--- config.mk ---
export PLATFORM = sky130hd
export DESIGN_NAME = mdu
export DESIGN_NICKNAME = d
export VERILOG_FILES = /design/src/rtl/mdu.sv
export SDC_FILE = /design/constraint.sdc
export NUM_CORES = 1
export LEC_CHECK = 0
export BUFFER_PORTS_ARGS = -buffer_cell sky130_fd_sc_hd__buf_2
export CORE_MARGIN = 4
export CORE_UTILIZATION = 40
export CTS_BUF_LIST = sky130_fd_sc_hd__clkbuf_8 sky130_fd_sc_hd__clkbuf_16
export CTS_CLUSTER_SIZE = 28
export DETAILED_ROUTE_END_ITERATION = 6
export PLACE_DENSITY = 0.56
export SYNTH_ARGS = -nofsm -noshare
export SYNTH_HDL_FRONTEND = slang
export SYNTH_SLANG_ARGS = --single-unit
--- constraint.sdc ---
create_clock -name clk -period 17.16 [get_ports clk]
set_input_delay 3.432 -clock clk [delete_from_list [all_inputs] [get_ports clk]]
set_output_delay 3.432 -clock clk [all_outputs]
set_load 0.01 [all_outputs]
--- src/rtl/mdu.sv ---
// Iterative multiply/divide unit with HI/LO result registers.
// Multiplies use radix-2 shift-add and divides use radix-2 restoring division,
// both on operand magnitudes; signs are restored in a single FIX cycle.
module mdu #(
  parameter int WIDTH = 32
) (
  input  logic             clk,
  input  logic             reset,
  input  logic             start,
  input  logic [1:0]       op,
  input  logic [WIDTH-1:0] A,
  input  logic [WIDTH-1:0] B,
  input  logic             whi,
  input  logic             wlo,
  input  logic [WIDTH-1:0] wd,
  output logic             busy,
  output logic             done,
  output logic [WIDTH-1:0] hi,
  output logic [WIDTH-1:0] lo
);

  localparam int CW = $clog2(WIDTH);
  localparam logic [CW-1:0] CNT_LAST = CW'(WIDTH - 1);

  typedef enum logic [1:0] {
    IDLE = 2'd0,
    RUN  = 2'd1,
    FIX  = 2'd2
  } state_t;

  state_t           state_r, state_s;
  logic [CW-1:0]    cnt_r;
  logic             is_div_r;
  logic             neg_a_r, neg_b_r, bz_r;
  logic [WIDTH-1:0] a_r;        // raw A, returned as HI on divide by zero
  logic [2*WIDTH-1:0] mcand_r;  // shifted multiplicand
  logic [2*WIDTH-1:0] prod_r;   // product accumulator
  logic [WIDTH-1:0] sh_r;       // multiplier (MUL) or dividend/quotient (DIV)
  logic [WIDTH-1:0] dvs_r;      // divisor magnitude
  logic [WIDTH-1:0] rem_r;      // partial remainder
  logic             busy_r, done_r;
  logic [WIDTH-1:0] hi_r, lo_r;

  // operand magnitudes at launch; ops 00 and 10 are the signed ones
  logic             signed_s, a_neg_s, b_neg_s;
  logic [WIDTH-1:0] a_mag_s, b_mag_s;
  // iteration step values
  logic [WIDTH:0]   shifted_s, diff_s;
  logic             ge_s;
  // sign-corrected results
  logic             neg_s;
  logic [2*WIDTH-1:0] prod_fix_s;
  logic [WIDTH-1:0] q_fix_s, r_fix_s, res_hi_s, res_lo_s;

  assign busy = busy_r;
  assign done = done_r;
  assign hi   = hi_r;
  assign lo   = lo_r;

  // Launch-time sign extraction and magnitude conversion
  always_comb begin
    signed_s = ~op[0];
    a_neg_s  = signed_s & A[WIDTH-1];
    b_neg_s  = signed_s & B[WIDTH-1];
    if (a_neg_s) a_mag_s = -A;
    else         a_mag_s = A;
    if (b_neg_s) b_mag_s = -B;
    else         b_mag_s = B;
  end

  // One restoring-division step: shift in next dividend bit, trial subtract
  always_comb begin
    shifted_s = {rem_r, sh_r[WIDTH-1]};
    ge_s      = (shifted_s >= {1'b0, dvs_r});
    if (ge_s) diff_s = shifted_s - {1'b0, dvs_r};
    else      diff_s = shifted_s;
  end

  // Sign correction and result selection used at the FIX exit edge
  always_comb begin
    neg_s = neg_a_r ^ neg_b_r;
    if (neg_s) begin
      prod_fix_s = -prod_r;
      q_fix_s    = -sh_r;
    end else begin
      prod_fix_s = prod_r;
      q_fix_s    = sh_r;
    end
    if (neg_a_r) r_fix_s = -rem_r;
    else         r_fix_s = rem_r;
    if (!is_div_r) begin
      res_hi_s = prod_fix_s[2*WIDTH-1:WIDTH];
      res_lo_s = prod_fix_s[WIDTH-1:0];
    end else if (bz_r) begin
      res_hi_s = a_r;
      res_lo_s = '1;
    end else begin
      res_hi_s = r_fix_s;
      res_lo_s = q_fix_s;
    end
  end

  // Next-state logic
  always_comb begin
    state_s = state_r;
    case (state_r)
      IDLE: begin
        if (start) state_s = RUN;
        else       state_s = IDLE;
      end
      RUN: begin
        if (cnt_r == '0) state_s = FIX;
        else             state_s = RUN;
      end
      FIX:     state_s = IDLE;
      default: state_s = IDLE;
    endcase
  end

  // State register plus registered busy/done flags
  always_ff @(posedge clk or posedge reset) begin
    if (reset) begin
      state_r <= IDLE;
      busy_r  <= 1'b0;
      done_r  <= 1'b0;
    end else begin
      state_r <= state_s;
      busy_r  <= (state_s != IDLE);
      done_r  <= (state_r == FIX);
    end
  end

  // Operand latch at launch and one arithmetic iteration per RUN cycle
  always_ff @(posedge clk or posedge reset) begin
    if (reset) begin
      cnt_r    <= '0;
      is_div_r <= 1'b0;
      neg_a_r  <= 1'b0;
      neg_b_r  <= 1'b0;
      bz_r     <= 1'b0;
      a_r      <= '0;
      mcand_r  <= '0;
      prod_r   <= '0;
      sh_r     <= '0;
      dvs_r    <= '0;
      rem_r    <= '0;
    end else begin
      case (state_r)
        IDLE: begin
          if (start) begin
            cnt_r    <= CNT_LAST;
            is_div_r <= op[1];
            neg_a_r  <= a_neg_s;
            neg_b_r  <= b_neg_s;
            bz_r     <= (B == '0);
            a_r      <= A;
            mcand_r  <= {{WIDTH{1'b0}}, a_mag_s};
            prod_r   <= '0;
            sh_r     <= op[1] ? a_mag_s : b_mag_s;
            dvs_r    <= b_mag_s;
            rem_r    <= '0;
          end
        end
        RUN: begin
          if (cnt_r != '0) cnt_r <= cnt_r - 1'b1;
          if (is_div_r) begin
            rem_r <= diff_s[WIDTH-1:0];
            sh_r  <= {sh_r[WIDTH-2:0], ge_s};
          end else begin
            if (sh_r[0]) prod_r <= prod_r + mcand_r;
            mcand_r <= mcand_r << 1;
            sh_r    <= sh_r >> 1;
          end
        end
        default: ;
      endcase
    end
  end

  // HI/LO: result write on FIX exit, MTHI/MTLO only while idle
  always_ff @(posedge clk or posedge reset) begin
    if (reset) begin
      hi_r <= '0;
      lo_r <= '0;
    end else if (state_r == FIX) begin
      hi_r <= res_hi_s;
      lo_r <= res_lo_s;
    end else if (state_r == IDLE) begin
      if (whi) hi_r <= wd;
      if (wlo) lo_r <= wd;
    end
  end

endmodule

==> impl_results.md, run 1 <==
* Outcome: completed
* Crit path buffers/inverters at 1
* Cell-internal power at 3.04 mW
* Final worst slack at 11.19 ns
* Synth Register Bits at approximately 330
* Sequential share of the synthesized area at roughly 35%
* Net Sw Frac at between 50% and 60%
* Logic pwr share at approximately 60%
* Critical path origin: B[12]
* Worst slew pin tran at 1.25 ns
* Mean Syn Cell Area at 8.12 sq um
* Sequential share of power at 25.6%
* Hold Vio Cnt, Final at 0
* Overall power at 6.17 mW
* RSZ-0062 raised after global routing: no
* Critical path's slowest cell: or4_1
* FF-to-FF End: rem_r[30]
* FP Rows at 89
* Hold depth at 2
* Worst Reg-to-Reg Cells at 13
* Final setup vio count at 0
* Vias per inst at between 5 and 6
* Placeable Area at 59400 sq um
* DRC marker count from the first detailed-route iteration at 2065
* Die Width at 254 microns
* R2R Path Start: rem_r[7]
* Syn_nets at between 3000 and 4000
* Root Driver: clkbuf_16
* Fin crit share at a little over a third
* Maxcap violations at 0
* Die area at roughly 64000 sq um
* Gr ovfl total at 0
* Instance count on the critical path at 12
* Met2 Track Usage GR at between 40 and 50%
* Hold Path Class: reg -> reg
* Crit path time final at 5.97 ns
* Num CTS Buffers at 43
* DR DRC count at 0
* Fmax at approximately 170 MHz
* Post-CTS sizing at 0
* CTS Sinks at 333
* Setup CP Type: in -> reg
* Net switching power at 3.13 mW
* Post-CTS setup buffer count at 0
* Share of synthesized registers carrying an async set or reset at 100%
* Main area contributors after synthesis: dfrtp_1 35%, o21ai_0 7.0%, nand2_1 5.9%
* Wire per inst at 22.8 microns
* R2r setup slk at 12.19 ns
* Critical path peak fanout at 4
* Cell family with most CP delay: simple AND/OR/NAND/NOR gates
* Crit-path cells: buf_2, or4_1, or3_1, nor3_1, and3_2, nand2_1, or4_1, o31ai_1, xor2_1, mux2i_1, nand2_1, a22oi_1
* Initial antenna violation count at 1
* First-pass GRT wire length at 133000 microns
* Die Y at 254 microns
* IR drop worst, VDD at 0.000108 V
* Critical Path End: sh_r[29]
* Gpl congestion at between 0.9 and 1
* Worst Setup Start Kind: primary input
* Post-Syn Instances at around 3000
* Final Skew at 0.0152 ns
* Yosys warning count at 0
* Worst skew pair latency at about 0.58 ns
* Antenna Nets Post-Route at 0
* Cell variety after synth at 79
* Dpl hpwl at 65200 microns
* Drt first pass iters at 6
* Mapped cell area at 24100 sq um
* Util after Layout at 45.4%
* Area leader, netlist: dfrtp_1
* Largest net degree at the start of global routing at 97
* Cells after DPL at between 3000 and 4000
* CP max stage delay at ~0.55 ns
* Clock Path Buffers at 3
* CTS tree: done
* Synthesis-to-finish area growth at 11.6%
* Met3 usage at around 4.5%
* Vias in the first global route at roughly 22000
* DR vias at 22700
* DP Worst Slack at 10.60 ns
* Leak pwr at 12.0 nW
* Register clock-pin slew on the reported worst setup and hold paths at roughly 0.060 ns
* Arr. time, crit path at approximately 6.4 ns
* GR Util met1 at 38.4%
* Clock share of power at 15.0%
* Share of the synthesized area in the top cell type at 34.6%
* Share of layout cells above drive strength 1 at 10.2%
* H-tree Lvls at 2
* Hold_buf cts at 0
* Most common flop cell mapped by yosys: dfrtp_1
* Gr busiest metal: met2
* Worst path required time at between 15 and 20 ns
* Starting density of the core at roughly 41%
* Worst slew margin at 16.2%
* Total wire length at 87200 microns
* PwrDens at between 200 and 250 nW/um^2
* Final std cells w/o fill at about 3800
* IO Pins at 169
* Nets at 3233
* Gr usage total at a little over a quarter
* Max-slew violations at 0
* # port buffers at between 150 and 200
* Crit path capture type: flop
* Setup TNS at 0 ns
* Post-synth EDFFs at 0
-- through the flow --
stage / hold WS (ns) / instance area (sq um)
floorplan: 0.440 / 24100
global placement: 0.453 / 25500
detailed placement: 0.461 / 25500
CTS: 0.476 / 26900
global route: 0.504 / 26900
finish: 0.475 / 26900
-- power groups by stage --
stage / combinational (mW) / sequential (mW) / clock, mW
after floorplan: 2.65 / 1.43 / 0
after global placement: 3.59 / 1.57 / 0
after detailed placement: 3.64 / 1.58 / 0
after CTS: 3.66 / 1.57 / 0.939
after global routing: 4.06 / 1.62 / 0.973
final: 3.67 / 1.58 / 0.925
-- worst min path at each step --
stage / from / end / slack [ns]
2_1_floorplan: a_r[21] / a_r[21] / 0.44
3_3_place_gp: a_r[29] / a_r[29] / 0.45
3_5_place_dp: a_r[21] / a_r[21] / 0.46
4_1_cts: a_r[21] / a_r[21] / 0.48
5_1_grt: lo[1] / lo[1] / 0.50
6_report: lo[26] / lo[26] / 0.48
-- layout make-up --
class                      count  area, sq um
antenna                        2         5.00
clock buffer                  50         1170
clock inverter                26          236
fill                        5883        32400
inverter                      84          323
multi-input combinational   2367        14800
sequential                   333         8340
tap                          773          967
timing repair buffer         198         1070
-- registers in the layout (all words and copies together), names as in the netlist --
name,count
neg_b_r,1
state_r,2
neg_a_r,1
lo,32
a_r,32
done,1
busy,1
dvs_r,32
is_div_r,1
sh_r,32
cnt_r,5
prod_r,64
rem_r,32
bz_r,1
hi,32
mcand_r,64
-- tightest hold or removal path: stages (launching register included) --
cell and delay, ns:
dfrtp_1 0.33, nand2_1 0.05, o21ai_0 0.06
-- synth_stat cells (all sizes together) (10+ instances only) --
master	number
nor3	55
o21a	17
a21oi	274
a211oi	39
clkbuf	159
buf	28
a221oi	11
and3	15
o41ai	10
mux2i	74
inv	83
o211ai	35
a22o	33
nor2b	22
or3	25
o21ai	356
o21bai	18
nor2	206
nand4	26
xor2	124
o31ai	26
and2	27
or4	15
o22ai	22
dfrtp	333
nor4	28
nand2b	21
a21o	56
ha	101
nand3	82
a22oi	19
xnor2	140
nand2	383
a31oi	23
-- layer usage --
| layer | up-vias | wire (microns) |
|---|---|---|
| met5 | - | 0 |
| met4 | 0 | 2470 |
| met3 | 120 | 5550 |
| met2 | 725 | 38900 |
| met1 | 11100 | 40300 |
| li1 | 10800 | - |
-- kinds of logic after synthesis --
family	Yosys count	synth area share (%)
and+or+nand+nor	924	17.6
DFF	333	34.6
muxes	75	3.12
AOI/OAI and AO/OA	1001	25.4
buffers and inverters	271	4.32
xor gates and xnor gates	264	9.59
adders and majority gates	103	5.41
-- cells in the final DEF (no fill, tap or decap), drive strengths merged, types with 55 or more instances in the layout --
cell type	netlist	routed
xor2	124	124
mux2i	74	74
a21oi	274	274
nor2	206	206
nand2	383	383
ha	101	101
nand3	82	82
nor3	55	55
xnor2	140	140
buf	28	198
a21o	56	56
inv	83	92
dfrtp	333	333
o21ai	356	356
Power figures use the tool's default switching activity.
==> run 2: changes to the inputs <==
ABC_AREA = 1   (was not set)
PLACE_DENSITY = 0.57   (was 0.56)
clock period = 5.16 ns   (was 17.16 ns; I/O delays follow)
==> impl_results.md, run 2 <==
* Outcome: completed
* Fmax at 283 MHz
* Critical path's slowest cell: nor2_4
* Syn_nets at between 4000 and 5000
* Final setup vio count at 0
* Wire per inst at 22.9 microns
* Share of synthesized registers carrying an async set or reset at 100%
* Final worst slack at 1.63 ns
* WHS at 0.486 ns
* PwrDens at 747 nW/um^2
* Placeable Area at 68900 sq um
* Vias in the first global route at 28400
* # port buffers at approximately 170
* Top cell by count, worst path: nor2_4
* Critical Path End: prod_r[9]
* Post-synth EDFFs at 0
* Most common cell after layout, fill and taps aside: nand2_1
* Die Y at around 270 microns
* Placement Cell Area at 29600 sq um
* Initial antenna violation count at 5
* Final Skew at 0.0235 ns
* Hold Path Class: reg -> reg
* CTS tree: done
* Total wire length at 128000 microns
* First-pass GRT wire length at 187000 microns
* Crit path buffers/inverters at 6
* Critical path origin: state_r[0]
* Root Driver: clkbuf_16
* Num CTS Buffers at slightly above 40
* Final std cells w/o fill at 5594
* Antenna Nets Post-Route at 0
* Worst skew pair latency at 0.59 ns
* Crit path time final at 3.53 ns
* DP Worst Slack at 1.69 ns
* Mean Syn Cell Area at slightly above 6 sq um
* IR drop worst, VDD at 0.000366 V
* Post-CTS sizing at 0
* Post-CTS setup buffer count at 0
* Synth Register Bits at around 330
* Die Width at 273 microns
* Worst Setup Start Kind: flop
* Multi-input gate area at about 17000 sq um
* Overall power at around 23 mW
* Setup TNS at 0 ns
* Cell family with most CP delay: buffers and inverters
* Max-slew violations at 0
* DR DRC count at 0
* Fin crit share at roughly two thirds
* Vias per inst at 5.59
* Worst Reg-to-Reg Cells at 11
* Gr ovfl total at 0
* Leak pwr at 15.3 nW
* FP Rows at 96
* Biggest regs: mcand_r: 64 flops, prod_r: 64 flops
* Area leader, netlist: dfrtp_1
* Setup CP Type: reg -> reg
* Util after Layout at 45.0%
* Cells after DPL at between 5000 and 6000
* Cell variety after synth at 57
* Drt first pass iters at 6
* Crit path capture type: flop
* Post-Syn Instances at between 4000 and 5000
* Gpl congestion at 0.983
* FF-to-FF End: prod_r[9]
* Hold_buf cts at 0
* Synth top cells by count: 1300 x nand2_1, 622 x nor2_1, 535 x inv_1
* CP max stage delay at 0.59 ns
* H-tree Lvls at 2
* R2R Path Start: state_r[0]
* Main area contributors after synthesis: dfrtp_1 30%, nand2_1 17%, nor2_1 8.3%
* Die area at 74300 sq um
* Yosys warning count at 0
* Arr. time, crit path at a little under 4 ns
* Most common cell in the netlist: nand2_1
* Worst slew margin at 26.3%
* Filler cell count at 7626
* Sequential share of the synthesized area at 29.8%
* Hold Vio Cnt, Final at 0
* Register clock-pin slew on the reported worst setup and hold paths at 0.07 ns
* IO Pins at 169
* Dpl hpwl at 102000 microns
* Critical path peak fanout at 33
* Clock Path Buffers at 3
* R2r setup slk at about 1.6 ns
* Share of the synthesized area in the top cell type at 29.8%
* DRC marker count from the first detailed-route iteration at 3685
* Worst slew pin tran at between 1 and 1.5 ns
* Starting density of the core at 40.6%
* Nets at 4831
* DR vias at ~31000
* Gr usage total at 33.5%
* Maxcap violations at 0
* Most frequent cells in the layout: 1300 x nand2_1, 620 x nor2_1, 544 x inv_1
* CTS Sinks at ~330
* Most common flop cell mapped by yosys: dfrtp_1
* Finished Cell Area at 31000 sq um
* Synthesis-to-finish area growth at 10.8%
* Mapped cell area at 28000 sq um
* Largest net degree at the start of global routing at 107
* RSZ-0062 raised after global routing: no
* Crit-path cells: inv_2, nor2_4, inv_4, nor2_4, inv_2, nor2_4, nor2_2, buf_4, inv_1, buf_4, o22ai_1
* Instance count on the critical path at 11
* Seq. cell area at 8330 sq um
* Worst path required time at 5.61 ns
* Share of layout cells above drive strength 1 at between 7 and 8%
[run 2: kinds of logic (layout without fill, tap and decap cells)]
kind of cell / after synthesis / count (layout) / synth area share, %
buf+inv: 707 / 830 / 9.88
fa+ha+maj: 103 / 103 / 4.66
other cells: 0 / 5 / 0
xor+xnor: 65 / 65 / 2.03
flops: 333 / 333 / 29.8
simple gates: 2523 / 2523 / 37.4
compound gates: 804 / 804 / 16.3
[run 2: metal layers]
| layer | wire (microns) | share of wire (%) | GRT usage (%) | up-vias |
|---|---|---|---|---|
| met5 | 0 | 0 | 0 | - |
| met3 | 14400 | 11 | 9.90 | 163 |
| met2 | 50100 | 39 | 45.5 | 1399 |
| li1 | - | - | - | 15000 |
| met1 | 58500 | 46 | 49.9 | 14700 |
| met4 | 5090 | 4.0 | 11.8 | 0 |
[run 2: worst min path at each step]
| stage | from | to | cells past startpoint | slack (ns) |
|---|---|---|---|---|
| 5_1_grt | dvs_r[22] | dvs_r[22] | 2 | 0.51 |
| 4_1_cts | a_r[10] | a_r[10] | 2 | 0.48 |
| 2_1_floorplan | a_r[10] | a_r[10] | 2 | 0.44 |
| 3_5_place_dp | a_r[3] | a_r[3] | 2 | 0.47 |
| 6_report | a_r[3] | a_r[3] | 2 | 0.49 |
| 3_3_place_gp | a_r[10] | a_r[10] | 2 | 0.46 |
[run 2: final cells by class]
| class | count | area share (%) |
|---|---|---|
| timing repair buffer | 200 | 3.57 |
| clock inverter | 24 | 0.641 |
| multi-input combinational | 3495 | 54.5 |
| clock buffer | 52 | 3.87 |
| antenna | 5 | 0.0403 |
| tap | 931 | 3.76 |
| inverter | 554 | 6.72 |
| sequential | 333 | 26.9 |
[run 2: worst register-to-register path, stage by stage (launching register included)]
cell,delay (ns)
dfrtp_1,0.42
inv_2,0.10
nor2_4,0.14
inv_4,0.05
nor2_4,0.59
inv_2,0.50
nor2_4,0.22
nor2_2,0.04
buf_4,0.25
inv_1,0.58
buf_4,0.38
o22ai_1,0.12
[run 2: report_power, final]
group	total (mW)	internal [mW]	switching, mW
combinational	14.6	4.48	10.1
sequential	5.54	3.80	1.74
clock	3.06	1.79	1.27
total	23.2	10.1	13.1
